[src/rtl/mem_bus_interface_pkg.sv]
// Shared definitions for the memory-side bus stage: FSM state encoding,
// default bus width and the data word returned when an access times out.
package mem_bus_interface_pkg;

    localparam int          MB_XLEN     = 32;
    localparam logic [31:0] MB_ERR_DATA = 32'hDEAD_BEEF;

    typedef enum logic [1:0] {
        MB_IDLE = 2'd0,
        MB_WAIT = 2'd1,
        MB_DONE = 2'd2
    } mb_state_e;

endpackage

[src/rtl/mem_bus_interface_timeout.sv]
// Watchdog for the WAIT state: counts cycles since the access was issued
// and flags when the count reaches TIMEOUT.
module mem_timeout_counter #(
    parameter int TIMEOUT = 255,
    parameter int TO_W    = 8
) (
    input  logic clock,
    input  logic reset,
    input  logic clear,
    input  logic enable,
    output logic expired
);

    logic [TO_W-1:0] count_q;
    logic [TO_W-1:0] count_d;

    always_comb begin
        count_d = count_q;
        if (clear) begin
            count_d = '0;
        end else if (enable) begin
            count_d = count_q + TO_W'(1);
        end
    end

    always_ff @(posedge clock or posedge reset) begin
        if (reset) begin
            count_q <= '0;
        end else begin
            count_q <= count_d;
        end
    end

    assign expired = (count_q == TO_W'(TIMEOUT));

endmodule

[src/rtl/mem_bus_interface.sv]
// Memory-side stage of the bus datapath: issues one word access per enMem,
// waits for mem_ack (or a timeout), and presents read data on the bus in DONE.
module mem_bus_interface
    import mem_bus_interface_pkg::*;
#(
    parameter int               XLEN     = MB_XLEN,
    parameter int               ADDR_W   = 32,
    parameter int               TIMEOUT  = 255,
    parameter int               TO_W     = 8,
    parameter logic [XLEN-1:0]  ERR_DATA = XLEN'(MB_ERR_DATA)
) (
    input  logic              clock,
    input  logic              reset,
    input  logic              enMem,
    input  logic              MemWrt,
    input  logic [ADDR_W-1:0] ma,
    input  logic [XLEN-1:0]   bus_in,
    output logic              busy,
    output logic [XLEN-1:0]   bus_out,
    output logic              bus_drive,
    output logic              mem_req,
    output logic              mem_we,
    output logic [ADDR_W-3:0] mem_addr,
    output logic [XLEN-1:0]   mem_wdata,
    input  logic [XLEN-1:0]   mem_rdata,
    input  logic              mem_ack,
    output logic              misaligned,
    output logic              timeout_err,
    output mb_state_e         state_dbg
);

    mb_state_e         state_q, state_d;
    logic [ADDR_W-3:0] mem_addr_q;
    logic              mem_we_q;
    logic [XLEN-1:0]   mem_wdata_q;
    logic [XLEN-1:0]   bus_out_q;
    logic              misaligned_q;
    logic              timeout_err_q;
    logic              issue;
    logic              expired;

    assign issue = (state_q == MB_IDLE) && enMem;

    mem_timeout_counter #(
        .TIMEOUT (TIMEOUT),
        .TO_W    (TO_W)
    ) u_timeout (
        .clock   (clock),
        .reset   (reset),
        .clear   (issue),
        .enable  (state_q == MB_WAIT),
        .expired (expired)
    );

    always_ff @(posedge clock or posedge reset) begin
        if (reset) begin
            state_q <= MB_IDLE;
        end else begin
            state_q <= state_d;
        end
    end

    // mem_ack wins over an expiry landing in the same cycle.
    always_comb begin
        state_d = state_q;
        case (state_q)
            MB_IDLE: if (enMem) state_d = MB_WAIT;
            MB_WAIT: if (mem_ack || expired) state_d = MB_DONE;
            MB_DONE: state_d = MB_IDLE;
            default: state_d = MB_IDLE;
        endcase
    end

    always_comb begin
        mem_req   = (state_q == MB_WAIT);
        busy      = enMem && (state_q != MB_DONE);
        bus_drive = (state_q == MB_DONE) && enMem && !mem_we_q;
    end

    always_ff @(posedge clock or posedge reset) begin
        if (reset) begin
            mem_addr_q    <= '0;
            mem_we_q      <= 1'b0;
            mem_wdata_q   <= '0;
            bus_out_q     <= '0;
            misaligned_q  <= 1'b0;
            timeout_err_q <= 1'b0;
        end else begin
            if (issue) begin
                mem_addr_q  <= ma[ADDR_W-1:2];
                mem_we_q    <= MemWrt;
                mem_wdata_q <= bus_in;
                if (ma[1:0] != 2'b00) misaligned_q <= 1'b1;
            end
            if (state_q == MB_WAIT) begin
                if (mem_ack) begin
                    if (!mem_we_q) bus_out_q <= mem_rdata;
                end else if (expired) begin
                    bus_out_q     <= ERR_DATA;
                    timeout_err_q <= 1'b1;
                end
            end
        end
    end

    assign mem_addr    = mem_addr_q;
    assign mem_we      = mem_we_q;
    assign mem_wdata   = mem_wdata_q;
    assign bus_out     = bus_out_q;
    assign misaligned  = misaligned_q;
    assign timeout_err = timeout_err_q;
    assign state_dbg   = state_q;

endmodule

[config.mk]
export PLATFORM = sky130hd
export DESIGN_NAME = mem_bus_interface
export DESIGN_NICKNAME = d
export VERILOG_FILES = /design/src/rtl/mem_bus_interface_pkg.sv /design/src/rtl/mem_bus_interface_timeout.sv /design/src/rtl/mem_bus_interface.sv
export SDC_FILE = /design/constraint.sdc
export NUM_CORES = 1
export LEC_CHECK = 0
export BUFFER_PORTS_ARGS = -buffer_cell sky130_fd_sc_hd__buf_2
export CORE_AREA = 5 5 102 104
export CTS_CLUSTER_DIAMETER = 60
export DETAILED_ROUTE_END_ITERATION = 10
export DIE_AREA = 0 0 107 109
export PLACE_DENSITY = 0.77
export SLEW_MARGIN = 20
export SYNTH_ARGS = -nofsm -noshare
export SYNTH_HDL_FRONTEND = slang
export SYNTH_HIERARCHICAL = 1
export SYNTH_SLANG_ARGS = --single-unit
[constraint.sdc]
create_clock -name clock -period 3.1 [get_ports clock]
set_input_delay 0.155 -clock clock [delete_from_list [all_inputs] [get_ports clock]]
set_output_delay 0.155 -clock clock [all_outputs]
set_load 0.005 [all_outputs]
==> results.txt, run 1 <==
- The flow ran to the end, and the final reports show no timing, DRC or antenna violations.
- Area of the mapped netlist: 4100 um2
* Crit path launch type: flip-flop
* Number of storage elements in the synthesis netlist: 107
- Core region area: 9460 um2
- Layout Cell Area excl Fill: 5820 um2
- The first TritonRoute pass finished after 4 iterations.
- After the last flow step, the layout net total stands at 610.
- Power per cell area: 817 nW/um2
- The die covers 11700 um2.
* Net count of the mapped netlist: 367
* Worst-case clock buffer depth: 2
- The area growth from synthesis to layout is 41.8%.
- Post-Synthesis Mean Instance Area: 15.5 um2
* Placed instance area: 5180 um2
- Post-CTS Hold Buffers: 39
- Crit path max fanout: 7
* R2r setup slk: 1.24 ns
- Pin count of the biggest net entering global routing: 74
- The worst hold path belongs to the class in -> reg.
* Overall power after layout: 4.75 mW
- Wire per inst: 16.2 um
* Number of library cell types mapped by synthesis: 32
- The worst hold path passes through 2 cells.
- Starting Density: 43.4%
* Max-capacitance violation count: 0
* Clock tree from TritonCTS: yes
- Critical path required time: 3.37 ns
* Wire length of the first global-routing pass: 15.9 mm
* Remaining max-slew budget at the tightest pin: 59.0%
- Final setup violation count: 0
- Total negative slack: 0 ns
- During I/O placement, the number of pins put on the boundary was 203.
- Worst R2R Start: state_dbg[0]$_DFFE_PP0P_
- Post-CTS repair changed the size of 0 cells.
- Hold slack: 0.0226 ns
* Count of buffers from port buffering: 202
- The number of pins exceeding their max-slew limit in the final report came to 0.
- Setup ws final: 1.24 ns
- The filler cells instantiated in the layout total 741.
- For the pin with the worst max-slew slack, the measured transition is 0.610 ns.
* Number of vias per cell after detailed routing: 4.99
- Kind of end point of the critical path: flip-flop
- Number of global-route vias before repair: 3259
- Top-area cell type share of the netlist area: 65.3%
- Registers take 2680 um2.
- The routed layout has 3126 vias.
* Number of endpoints with negative hold slack in the final report: 0
- Total inserted antenna cells: 0
- For this run, the number of standard cells in the final layout without fillers is 627.
- Placement Setup Slack: 1.26 ns
- Skew final: 0.0169 ns
* Initial DRC Count: 128
- Of all cell types, the one taking the most synthesized area is sky130_fd_sc_hd__dfrtp_1.
- The worst setup path is of the reg -> reg kind.
- TritonCTS buffer count: 9
- Min-Delay Startpoint: mem_rdata[18]
- Buffer cell driving the clock tree root: sky130_fd_sc_hd__clkbuf_8
* Fin crit share: 60.1%
- Count of mapped cells out of synthesis: 265
- All-layer global routing usage: 17.1%
- The HPWL after detailed placement is 7.12 mm.
* Source-to-sink clock delay at the later pin of the worst-skew pair: 0.36 ns
- The path with the worst hold slack has its endpoint at bus_out[18]$_DFFE_PP0P_.
* Post-CTS Setup Bufs: 0
* Clk slew on worst S/H paths: 0.11 ns
* Fraction of final layout cells with drive strength greater than 1: 48.5%
* Row count: 36
- The worst path needs 1.86 ns of the cycle, external delays included.
- Peak supply drop: 0.409 mV
- Based on the critical path, the design can be clocked at up to 537 MHz.
- Number of sinks handled by clock tree synthesis: 107
- The multi-input combinational cells in the finished layout cover a total of 1290 um2.
- Warning count from the yosys run: 6
- Remaining antenna violation count after routing: 0
- Setup repair after global routing missed its margin: no
- Share of synthesized area occupied by flip-flops and latches: 65.3%
- The die is 107 um wide.
* Worst flop-to-flop path endpoint: u_timeout/count_q[7]$_DFFE_PP0P_
- In this run, placement finished with an instance count of 569.
- From bottom edge to top edge, the die measures 109 um.
- For this block, the routed nets add up to 10.1 mm of wire.
* Cell types occupying the most area after synthesis: sky130_fd_sc_hd__dfrtp_1 (65%), sky130_fd_sc_hd__mux2_1 (11%), sky130_fd_sc_hd__mux2_2 (6.3%), sky130_fd_sc_hd__o22a_1 (5.1%), sky130_fd_sc_hd__a22o_1 (1.7%)
- The initial antenna violation count was 0.
- Worst EP arrival: 2.13 ns
* Number of H-tree levels: 3
- The congestion estimate from routability-driven global placement came to 0.764.
- DRC errors left: 0
* Post-route core utilization: 61.5%
- Summed over all cells, the static leakage comes to 2.82 nW.
- Remaining global-route overflow: 0
- Logic depth of the worst register-to-register path: 5
sequential cells by signal (all words and copies together), names as in the netlist:
signal and cells:
bus_out 32, mem_addr 30, mem_wdata 32, mem_we 1, misaligned 1, state_dbg 2
timeout_err 1, u_timeout/count_q 8
layer usage:
layer / up-vias / wire, um / global-route usage, %
met5: - / 0 / 0
met4: 0 / 167 / 6.12
met3: 17 / 832 / 5.27
met2: 134 / 5170 / 29.4
met1: 1532 / 3950 / 20.5
li1: 1443 / - / -
layout make-up:
class                   count  share of cell area [%]
clock buffers              10                    2.37
clock inverters             6                    1.35
inverters                   3                   0.237
multi-input cells         140                    22.2
flip-flops and latches    107                    46.0
well taps                 114                    2.45
repair buffers            247                    25.4
Yosys cell counts, drive strengths merged:
cell,count
nor3b,1
xor2,3
nor2,7
xnor2,1
nor3,1
dfrtp,107
buf,15
nor4bb,1
o21a,1
or3,3
inv,3
a21o,2
o22a,24
nand2b,1
o21ai,5
a22o,8
nand4,3
nand2,3
a21boi,1
mux2i,1
and2,1
nor2b,3
nand3,3
a21oi,3
mux2,63
ha,1
cells by family after synthesis:
| logic type | after synthesis | synth area share, % |
|---|---|---|
| muxes | 64 | 17.5 |
| and+or+nand+nor | 27 | 3.84 |
| adders and majority gates | 1 | 0.305 |
| buffers and inverters | 18 | 3.48 |
| xor gates and xnor gates | 4 | 0.854 |
| AOI/OAI and AO/OA | 44 | 8.72 |
| DFF | 107 | 65.3 |
cells in the final DEF (no fill, tap or decap):
master and count:
sky130_fd_sc_hd__nand2b_1 1, sky130_fd_sc_hd__inv_8 2, sky130_fd_sc_hd__xnor2_1 1, sky130_fd_sc_hd__a21oi_1 3, sky130_fd_sc_hd__buf_4 1, sky130_fd_sc_hd__nor4bb_1 1
sky130_fd_sc_hd__dlygate4sd3_1 42, sky130_fd_sc_hd__buf_2 202, sky130_fd_sc_hd__mux2i_1 1, sky130_fd_sc_hd__clkinv_4 1, sky130_fd_sc_hd__ha_1 1, sky130_fd_sc_hd__nor3_1 1
sky130_fd_sc_hd__o21a_4 1, sky130_fd_sc_hd__or3_1 3, sky130_fd_sc_hd__o21ai_1 1, sky130_fd_sc_hd__nand4_2 1, sky130_fd_sc_hd__a21boi_0 1, sky130_fd_sc_hd__nor3b_4 1
sky130_fd_sc_hd__a21o_1 2, sky130_fd_sc_hd__nand3_1 3, sky130_fd_sc_hd__clkbuf_8 10, sky130_fd_sc_hd__inv_4 1, sky130_fd_sc_hd__inv_1 2, sky130_fd_sc_hd__nand4_1 2
sky130_fd_sc_hd__buf_12 2, sky130_fd_sc_hd__dfrtp_1 107, sky130_fd_sc_hd__a22o_1 8, sky130_fd_sc_hd__bufinv_16 1, sky130_fd_sc_hd__mux2_1 40, sky130_fd_sc_hd__nor2b_1 3
sky130_fd_sc_hd__o21ai_0 4, sky130_fd_sc_hd__nor2_1 7, sky130_fd_sc_hd__mux2_2 23, sky130_fd_sc_hd__o22a_1 24, sky130_fd_sc_hd__xor2_1 3, sky130_fd_sc_hd__nand2_1 2
sky130_fd_sc_hd__and2_1 1, sky130_fd_sc_hd__nand2_2 1, sky130_fd_sc_hd__inv_6 2
worst max-delay path, stage by stage (launching register included):
cell and delay [ns]:
sky130_fd_sc_hd__dfrtp_1 0.46, sky130_fd_sc_hd__nor2b_1 0.43, sky130_fd_sc_hd__buf_4 0.24, sky130_fd_sc_hd__nand4_2 0.15, sky130_fd_sc_hd__or3_1 0.34, sky130_fd_sc_hd__a21oi_1 0.15
how the worst max path moves through the flow:
stage	from	end	depth (start not counted)
CTS	state_dbg[0]$_DFFE_PP0P_	u_timeout/count_q[7]$_DFFE_PP0P_	5
floorplan	reset	bus_out[0]$_DFFE_PP0P_	1
global placement	state_dbg[0]$_DFFE_PP0P_	u_timeout/count_q[5]$_DFFE_PP0P_	5
detailed placement	state_dbg[0]$_DFFE_PP0P_	u_timeout/count_q[7]$_DFFE_PP0P_	5
global route	state_dbg[0]$_DFFE_PP0P_	u_timeout/count_q[5]$_DFFE_PP0P_	5
finish	state_dbg[0]$_DFFE_PP0P_	u_timeout/count_q[7]$_DFFE_PP0P_	5
where the power goes:
part | leakage, nW | internal, mW | switching [mW] | total, mW
Clock | 0.111 | 0.415 | 0.500 | 0.915
Sequential | 1.26 | 1.97 | 0.313 | 2.28
Combinational | 1.45 | 0.893 | 0.660 | 1.55
No activity file was read; power rests on OpenSTA's default activity.
==> run 2, diff against run 1 <==
ABC_AREA = 1   (was default)
CORE_AREA = 5 5 109 111   (was 5 5 102 104)
DIE_AREA = 0 0 114 116   (was 0 0 107 109)
PLACE_DENSITY = 0.75   (was 0.77)
clock period = 1.7 ns   (was 3.1 ns; I/O delays follow)
==> run 2 against run 1 <==
  * Worst setup slack worse by 1.2 ns
  * Cell area up 14%
  * Core utilization up 0.29 points
  * Clock skew down 0.0043 ns
  * Highest routed layer unchanged
  * Sequential power up 82%
  * Routed wire length up 35%
  * Synthesized cell count up 100%
==> results.txt, run 2 <==
- Status: completed
* Power per cell area: 1330 nW/um2
* Skew final: 0.0126 ns
- In the synthesized netlist, the number of instances is 534.
- Of the cells placed in the final design, the portion with a size suffix greater than 1 is 30.0%.
* Clk slew on worst S/H paths: 0.10 ns
- Pin count of the biggest net entering global routing: 59
- Actual slew at the worst max-slew pin: 0.537 ns
- Across all setup checks in the final design, the least slack found is 0.0817 ns.
- Die height: 116 um
* Final setup violation count: 0
- Buffer cell driving the clock tree root: sky130_fd_sc_hd__clkbuf_8
- Crit path launch: state_dbg[1]$_DFFE_PP0P_
- Number of storage elements in the synthesis netlist: 107
* Worst-case clock buffer depth: 2
* Count of buffers from port buffering: 202
* DRC errors left: 0
- The initial antenna violation count is 0.
- Source-to-sink clock delay at the later pin of the worst-skew pair: 0.36 ns
- Top library cells by usage in the layout, fill and taps aside: sky130_fd_sc_hd__nand2_1 (292), sky130_fd_sc_hd__buf_2 (202), sky130_fd_sc_hd__dfrtp_1 (107)
* Area grow syn2layout: 48.4%
- The placed instances occupy a cell area of 5670 um2.
* Remaining global-route overflow: 0
- Top-count cell post-synth: sky130_fd_sc_hd__nand2_1
- Sequential elements use 60.1% of the synthesized area.
- Synthesized-area fraction occupied by and/or/nand/nor cells: 31.3%
* Wire per inst: 14.4 um
* Remaining antenna violation count after routing: 0
* Post-detail-place hpwl: 8.99 mm
* Area of the mapped netlist: 4460 um2
- In this run the number of H-tree levels came out at 3.
* Count of filler cells inserted in the layout: 867
- Worst setup path category: reg -> out
* Wire length of the first global-routing pass: 22.0 mm
- Top-area cell type share of the netlist area: 60.1%
- After Yosys synthesis, full adders, half adders and majority gates account for 0.281% of the synthesized area.
- Sorting the synthesized cells by area gives the leading types as sky130_fd_sc_hd__dfrtp_1 (60%), sky130_fd_sc_hd__nand2_1 (25%), sky130_fd_sc_hd__nand3_1 (4.0%), sky130_fd_sc_hd__inv_1 (3.0%), sky130_fd_sc_hd__buf_2 (1.7%).
- The number of clock buffers added by TritonCTS is 9.
- Share of the synthesized area in compound gates (AO/OA/AOI/OAI): 1.68%
- Summing the areas of all xor and xnor instances in the mapped netlist gives 0.197% of the synthesized area.
- Remaining max-slew budget at the tightest pin: 64.2%
* Peak supply drop: 0.667 mV
- Die Area: 13200 um2
- After layout, the worst path uses 95.2% of the clock period.
* Area used by sequential logic in the layout: 2680 um2
* Die width: 114 um
* Number of enable flip-flop cells after synthesis: 0
- The library cell used most frequently in the layout, excluding fill and tap cells, is sky130_fd_sc_hd__nand2_1.
* Crit path launch type: flip-flop
- At the worst endpoint, the required time is 1.62 ns.
* DR vias: 4507
- Number of library cell types mapped by synthesis: 24
- Share of flip-flops with an asynchronous set or reset: 100%
- Warning count from the yosys run: 6
- Max-capacitance violation count: 0
* Wire length reported by the detailed router: 13.7 mm
* Lkg Pwr: 3.83 nW
* I/O pins: 203
- Clock tree from TritonCTS: yes
* Starting Density: 41.6%
* Hold Crit Class: in -> reg
- Summing all multi-input logic gate instances after layout gives 1510 um2.
- GP Congestion: 0.880
- By area, the combinational part of the netlist is dominated by simple AND/OR/NAND/NOR gates.
- The via count of the first global-routing pass came to 4510.
- The first detailed-routing pass took 5 iterations.
- In the routed layout, each cell is associated on average with a via count of 4.72.
- Core region area: 10700 um2
- Synthesis produced a netlist with a net count of 636.
- The finished cells cover 6610 um2.
* Post-Synthesis Mean Instance Area: 8.34 um2
- The clock net in this run drives a total of 107 sinks.
- Total inserted antenna cells: 0
* Peak clock frequency supported by timing: 618 MHz
* Initial DRC Count: 395
- Flip-flop cell with the highest count after synthesis: sky130_fd_sc_hd__dfrtp_1
- After layout, the minimum clock period comes to 1.62 ns.
* Commonest cells in the synthesized netlist: sky130_fd_sc_hd__nand2_1 (293), sky130_fd_sc_hd__dfrtp_1 (107), sky130_fd_sc_hd__inv_1 (36), sky130_fd_sc_hd__nand3_1 (36), sky130_fd_sc_hd__buf_2 (15)
- Min-Delay Startpoint: mem_rdata[26]
- Hold slack: 0.0219 ns
* Worst R2R Start: u_timeout/count_q[1]$_DFFE_PP0P_
* Count of pins over their slew limit: 0
- Setup repair after global routing missed its margin: yes
* Placement Setup Slack: 0.0445 ns
* Crit path max fanout: 33
- STA classifies the critical path endpoint as an output port.
* Area leader, netlist: sky130_fd_sc_hd__dfrtp_1
- Final Net Count: 912
- The floorplan has 38 rows.
- STA puts the critical path data arrival time at 1.53 ns.
- All-layer global routing usage: 20.7%
- Number of endpoints with negative hold slack in the final report: 0
- In the synthesized netlist, mux cells make up 0% of the area.
## run 2: changes by cell type in the layout (fill, tap and decap cells not counted), moves of 5 or more
| cell | delta |
|---|---|
| sky130_fd_sc_hd__inv_1 | +33 |
| sky130_fd_sc_hd__o22a_1 | -24 |
| sky130_fd_sc_hd__nand3_1 | +33 |
| sky130_fd_sc_hd__inv_2 | +5 |
| sky130_fd_sc_hd__a22o_1 | -8 |
| sky130_fd_sc_hd__nand2_1 | +290 |
| sky130_fd_sc_hd__mux2_2 | -23 |
| sky130_fd_sc_hd__mux2_1 | -40 |
| sky130_fd_sc_hd__dlygate4sd3_1 | +34 |
## run 2: critical path, stage by stage (launching register included)
cell and delay, ns:
sky130_fd_sc_hd__dfrtp_1 0.46, sky130_fd_sc_hd__nor2_4 0.30, sky130_fd_sc_hd__buf_8 0.25, sky130_fd_sc_hd__buf_2 0.15
## run 2: through the flow
stage / total power, mW / utilization [%] / setup TNS [ns] / cells
global route: 9.50 / 61.8 / -0.104 / 954
finish: 8.81 / 61.8 / 0 / 954
floorplan: 5.62 / - / 0 / 534
global placement: 7.15 / 53.0 / 0 / 863
CTS: 8.85 / 61.7 / 0 / 954
detailed placement: 7.30 / 53.0 / 0 / 863
## run 2: worst paths after layout
check / slack (ns) / to / cells after the start
hold / removal: 0.02 / bus_out[26]$_DFFE_PP0P_ / 5
setup reg to reg: 0.11 / bus_out[6]$_DFFE_PP0P_ / 9
setup / recovery: 0.08 / mem_req / 3
hold reg to reg: 0.47 / misaligned$_DFFE_PP0P_ / 1
max in group asynchronous: 0.84 / mem_addr[21]$_DFFE_PP0P_ / 4
min in group asynchronous: 0.25 / u_timeout/count_q[0]$_DFFE_PP0P_ / 3
## run 2: layout make-up
cell class	instances	share of cell area [%]
Sequential cell	107	40.5
Inverter	41	2.38
Multi-Input combinational cell	362	22.8
Clock buffer	10	2.08
Tap cell	140	2.65
Clock inverter	5	0.454
Timing Repair Buffer	289	29.1
## run 2: cells by family after synthesis
logic type | Yosys count
AOI/OAI and AO/OA | 13
buffers and inverters | 65
adders and majority gates | 1
xor gates and xnor gates | 1
DFF | 107
and+or+nand+nor | 347
## run 2: layer usage
metal,GRT usage [%],wire length [um],vias up
li1,-,-,2169
met1,25.9,5490,2097
met2,36.3,6840,216
met3,3.92,1120,25
met4,6.97,252,0
met5,0,0,-
## run 2: power by group
part	internal [mW]	switching, mW
sequential	3.55	0.609
combinational	1.49	1.79
clock	0.557	0.809
## run 2: timing repair
| item | in CTS | in global routing |
|---|---|---|
| endpoints found under the setup margin | 1 | 33 |
| pin swaps | 0 | 0 |
| hold buffers | 76 | 0 |
| endpoints found under the hold margin | 181 | 0 |
| gates resized for setup | 1 | 3 |
| buffers inserted | 0 | 0 |
